File: config.mk
export PLATFORM = sky130hd
export DESIGN_NAME = iic_master
export DESIGN_NICKNAME = d
export VERILOG_FILES = /design/src/rtl/iic_master.sv
export SDC_FILE = /design/constraint.sdc
export NUM_CORES = 1
export LEC_CHECK = 0
export ABC_AREA = 1
export BUFFER_PORTS_ARGS = -buffer_cell sky130_fd_sc_hd__buf_2
export CAP_MARGIN = 0
export CORE_UTILIZATION = 50
export CTS_BUF_LIST = sky130_fd_sc_hd__clkbuf_16
export CTS_CLUSTER_DIAMETER = 120
export DETAILED_ROUTE_END_ITERATION = 10
export PLACE_DENSITY = 0.7
export SKIP_CTS_REPAIR_TIMING = 1
export SLEW_MARGIN = 10
export SYNTH_ARGS = -nofsm -noshare
export SYNTH_HDL_FRONTEND = slang
export SYNTH_SLANG_ARGS = --single-unit
File: constraint.sdc
create_clock -name clock -period 3.9 [get_ports clock]
set_input_delay 0 -clock clock [delete_from_list [all_inputs] [get_ports clock]]
set_output_delay 0 -clock clock [all_outputs]
set_load 0.01 [all_outputs]
File: src/rtl/iic_master.sv
// I2C master byte engine: START / byte write or read with ACK / STOP, driving open-drain pad
// enables. SCL runs at 4*QTR_DIV clocks per bit and honours slave clock stretching.
module iic_master #(
    parameter int unsigned QTR_DIV = 4,
    parameter int unsigned CNT_W   = 8
) (
    input  logic       clock,
    input  logic       reset_n,
    input  logic       cmd_valid,
    output logic       cmd_ready,
    input  logic       cmd_start,
    input  logic       cmd_stop,
    input  logic       cmd_rw,
    input  logic       cmd_nack,
    input  logic       cmd_nodata,
    input  logic [7:0] din,
    output logic [7:0] dout,
    output logic       dout_valid,
    output logic       ack_err,
    output logic       busy,
    output logic       scl_oe,
    output logic       sda_oe,
    input  logic       scl_i,
    input  logic       sda_i
);

    typedef enum logic [2:0] {IDLE, START, BIT, ACK, STOP, HOLD} state_t;

    localparam logic [CNT_W-1:0] CntLast = CNT_W'(QTR_DIV - 1);

    state_t           state;
    logic [CNT_W-1:0] cnt;
    logic [1:0]       phase;
    logic [2:0]       bit_idx;
    logic [7:0]       shreg;
    logic [7:0]       wdata;
    logic             r_stop, r_rw, r_nack, r_nodata, from_hold;
    logic             tick, stretch, accept;

    assign tick      = (cnt == CntLast);
    assign stretch   = (phase == 2'd1) && !scl_oe && !scl_i;
    assign cmd_ready = (state == IDLE) || (state == HOLD);
    assign busy      = (state != IDLE);
    assign accept    = cmd_valid && cmd_ready;

    // Pad enables {scl_oe, sda_oe} for a given state and quarter. For BIT/ACK the SDA level is
    // fixed for the whole cell, so the caller passes it in as sd.
    function automatic logic [1:0] pads(state_t st, logic [1:0] ph, logic fh, logic sd);
        logic scl_low;
        scl_low = (ph == 2'd0) || (ph == 2'd3);
        case (st)
            START:    pads = {((ph == 2'd0) ? fh : (ph == 2'd3)), ph[1]};
            BIT, ACK: pads = {scl_low, sd};
            STOP:     pads = {(ph == 2'd0), ~ph[1]};
            HOLD:     pads = 2'b10;
            default:  pads = 2'b00;
        endcase
    endfunction

    always_ff @(posedge clock) begin
        if (!reset_n) begin
            state      <= IDLE;
            cnt        <= '0;
            phase      <= '0;
            bit_idx    <= '0;
            shreg      <= '0;
            wdata      <= '0;
            r_stop     <= 1'b0;
            r_rw       <= 1'b0;
            r_nack     <= 1'b0;
            r_nodata   <= 1'b0;
            from_hold  <= 1'b0;
            dout       <= '0;
            dout_valid <= 1'b0;
            ack_err    <= 1'b0;
            scl_oe     <= 1'b0;
            sda_oe     <= 1'b0;
        end else begin
            dout_valid <= 1'b0;
            if (cmd_ready) begin
                cnt   <= '0;
                phase <= '0;
                if (accept) begin
                    wdata     <= din;
                    r_stop    <= cmd_stop;
                    r_rw      <= cmd_rw;
                    r_nack    <= cmd_nack;
                    r_nodata  <= cmd_nodata;
                    ack_err   <= 1'b0;
                    bit_idx   <= 3'd7;
                    from_hold <= (state == HOLD);
                    // In IDLE any data command needs a START to own the bus first.
                    if (cmd_start || (state == IDLE && !cmd_nodata)) begin
                        state             <= START;
                        {scl_oe, sda_oe}  <= pads(START, 2'd0, state == HOLD, 1'b0);
                    end else if (state == HOLD && !cmd_nodata) begin
                        state             <= BIT;
                        {scl_oe, sda_oe}  <= pads(BIT, 2'd0, 1'b0, ~cmd_rw & ~din[7]);
                    end else if (state == HOLD && cmd_stop) begin
                        state             <= STOP;
                        {scl_oe, sda_oe}  <= pads(STOP, 2'd0, 1'b0, 1'b0);
                    end
                end
            end else if (stretch) begin
                cnt <= '0;
            end else if (!tick) begin
                cnt <= cnt + 1'b1;
            end else begin
                cnt <= '0;
                if (phase != 2'd3) begin
                    phase            <= phase + 2'd1;
                    {scl_oe, sda_oe} <= pads(state, phase + 2'd1, from_hold, sda_oe);
                    if (phase == 2'd2 && state == BIT) begin
                        shreg <= {shreg[6:0], sda_i};
                    end
                    if (phase == 2'd2 && state == ACK && !r_rw && sda_i) begin
                        ack_err <= 1'b1;
                    end
                end else begin
                    phase <= 2'd0;
                    case (state)
                        START: begin
                            if (!r_nodata) begin
                                state            <= BIT;
                                {scl_oe, sda_oe} <= pads(BIT, 2'd0, 1'b0, ~r_rw & ~wdata[7]);
                            end else if (r_stop) begin
                                state            <= STOP;
                                {scl_oe, sda_oe} <= pads(STOP, 2'd0, 1'b0, 1'b0);
                            end else begin
                                state            <= HOLD;
                                {scl_oe, sda_oe} <= pads(HOLD, 2'd0, 1'b0, 1'b0);
                            end
                        end
                        BIT: begin
                            if (bit_idx == 3'd0) begin
                                state            <= ACK;
                                {scl_oe, sda_oe} <= pads(ACK, 2'd0, 1'b0, r_rw & ~r_nack);
                            end else begin
                                bit_idx          <= bit_idx - 3'd1;
                                {scl_oe, sda_oe} <= pads(BIT, 2'd0, 1'b0,
                                                         ~r_rw & ~wdata[bit_idx - 3'd1]);
                            end
                        end
                        ACK: begin
                            if (r_rw) begin
                                dout       <= shreg;
                                dout_valid <= 1'b1;
                            end
                            if (r_stop) begin
                                state            <= STOP;
                                {scl_oe, sda_oe} <= pads(STOP, 2'd0, 1'b0, 1'b0);
                            end else begin
                                state            <= HOLD;
                                {scl_oe, sda_oe} <= pads(HOLD, 2'd0, 1'b0, 1'b0);
                            end
                        end
                        default: begin
                            state            <= IDLE;
                            {scl_oe, sda_oe} <= 2'b00;
                        end
                    endcase
                end
            end
        end
    end

endmodule

==> impl_metrics.ini <==
[worst_setup_path]
r2r-end = scl_oe
rrSetupSlack_ns = 1.99
rr_worst_depth = 9
required_ns = 4.09
worstSetupPathType = flip-flop to flip-flop
startpoint_type = flip-flop
cp-end-kind = flip-flop
worstPathMaxFanout = 8
arrival_ns = 2.09
worstReg2RegStart = cnt[0]

[routing]
wl_per_cell_microns = 11.9
route.detailed.drc = 0
via_per_inst = 5.19
antenna_left = 0
routed_wl_microns = 4680
drtIter0Drc = 122
drt_pre_antenna_iters = 4
vias = 2040

[global_route]
grt_first_pass_wirelength_microns = 7880
grtUsageTotal_pct = 20.4
grt.overflow.total = 0
grt_pass1_vias = 1787
antenna_found_initial = 0
grt_start_max_net_pins = 30

[logic_synthesis]
syn_inst = 312
async_flop_share_pct = 0
ys_seq_elements = 48
yosys_warnings = 0
ys_types = 33
syn_avg_cell_area_sq_um = 7.27
syn_area_sq_mm = 0.00227
synth_edf_count = 0
ys_seq_area_share_pct = 42.4
syn-num-nets = 336
synthFlopType = dfxtp_1

[floorplan]
start_util_pct = 52.1
design.die.area_sq_mm = 0.00481
die_h_microns = 69.4
rows = 24
core_area_sq_mm = 0.00435
ios = 32
fp.dieW_microns = 69.4

[timing]
fin_crit_ns = 1.91
setup_ws_ns = 1.99
hold_viol_final = 4
slew-limit-headroom_pct = 56.5
setup_tns_ns = 0
worst_clock_skew_ns = 0.00693
whs_ns = -0.00493
finalCritPeriodShare_pct = 48.9
rsz0062_at_grt = false
slew_violations = 0
setup_viol = 0
fmax_ghz = 0.524
worst_pin_slew_ns = 0.651

[layout]
layout_common_cells = inv_1, dfxtp_1, nand2_1, a21oi_1, nor2_1
final_common_cell = inv_1
fin_nets = 365
diodes = 0
final_area_sq_mm = 0.00258
synthToLayoutAreaGrowth_pct = 13.8
drive_gt1_share_pct = 14.4
post-route-util_pct = 59.3

[run_status]
violations = hold timing
status = complete, but fails checks

[clocking]
insertion_delay_ns = 0.29
cts-htree-levels = 2
clock_sinks = 48
cts_buffers = 5
cts.root.buffer_cell = clkbuf_16
path_clk_slew_ns = 0.07
clk_path_buf_depth = 2
cts_tree = built

[power]
leakagePower_nw = 1.15
p_total_mw = 1.64
irDropWorstVdd_mv = 0.251
power.density_mw_per_mm2 = 635

[min_path]
worstHoldStart = din[2]
holdPathStages = 3
min_path_type = input pin to flip-flop
min_to = wdata[2]

[placement]
pre_cts_slack_ns = 2.02
postPlaceCellArea_sq_mm = 0.00244
routabilityCongestion = 0.923
io_buffers = 31
dpl.hpwl_microns = 3320

[run]
maxCapViolCount = 0
-- sequential cells by signal, indices dropped and copies added (netlist names), 2 cells and up --
| register | flops |
|---|---|
| dout | 8 |
| state | 3 |
| wdata | 8 |
| shreg | 8 |
| phase | 2 |
| bit_idx | 3 |
| cnt | 8 |
-- worst max path at each step --
| stage | start | to | slack, ns | depth (start not counted) |
|---|---|---|---|---|
| after CTS | cnt[0] | scl_oe | 2.01 | 9 |
| after global routing | cnt[0] | state[2] | 1.78 | 9 |
| after detailed placement | cnt[0] | scl_oe | 2.02 | 9 |
| after floorplan | cnt[0] | scl_oe | 2.26 | 10 |
| after global placement | cnt[0] | state[2] | 2.10 | 9 |
| final | cnt[0] | scl_oe | 1.99 | 9 |
-- per-layer routing --
| metal | global-route usage (%) | share of wire (%) | vias up |
|---|---|---|---|
| met3 | 4.94 | 5.0 | 6 |
| li1 | - | - | 1083 |
| met5 | 0 | 0 | - |
| met1 | 25.9 | 47 | 907 |
| met4 | 7.48 | 1.4 | 0 |
| met2 | 33.5 | 46 | 44 |
-- power breakdown --
part / internal [mW] / switching (mW)
clock: 0.233 / 0.179
sequential: 0.564 / 0.0554
combinational: 0.212 / 0.397
total: 1.01 / 0.631
-- synthesized netlist by cell type, types with 2 or more instances --
| library cell | n | area, sq um |
|---|---|---|
| a211oi_1 | 11 | 82.6 |
| buf_2 | 3 | 15.0 |
| nor2_1 | 33 | 124 |
| nand2_1 | 35 | 131 |
| nand3_1 | 22 | 110 |
| nor3_1 | 8 | 40.0 |
| a21oi_1 | 34 | 170 |
| inv_1 | 49 | 184 |
| o21ai_0 | 32 | 160 |
| inv_2 | 4 | 15.0 |
| clkbuf_1 | 5 | 18.8 |
| dfxtp_1 | 48 | 961 |
| nand4_1 | 2 | 12.5 |
| ha_1 | 6 | 75.1 |
| xor2_1 | 2 | 17.5 |
-- area by class of cell --
type	count	area (sq um)
Fill cell	440	1770
Multi-Input combinational cell	202	1060
Sequential cell	48	961
Inverter	53	199
Timing Repair Buffer	31	155
Clock buffer	5	125
Tap cell	52	65.1
Clock inverter	2	12.5
-- cell families after synthesis --
logic type	Yosys count	share of synthesized area, %
simple gates	112	23.0
compound gates	81	19.4
buf+inv	62	10.8
flops	48	42.4
fa+ha+maj	6	3.31
xor+xnor	3	1.16
-- critical path, stage by stage, from the launching register on --
cell and delay, ns:
dfxtp_1 0.35, ha_1 0.19, inv_1 0.07, nor3_1 0.26, nand3_1 0.21, nand2_1 0.18, and3_1 0.33, nand3_1 0.12
nand2_1 0.07, nor2_1 0.04
-- metrics by stage --
stage	hold WS, ns	cells
2_1_floorplan	0.167	312
3_3_place_gp	0.277	386
3_5_place_dp	0.285	386
4_1_cts	-0.0109	393
5_1_grt	0.0204	393
6_report	-0.00493	393
Power figures use the tool's default switching activity.
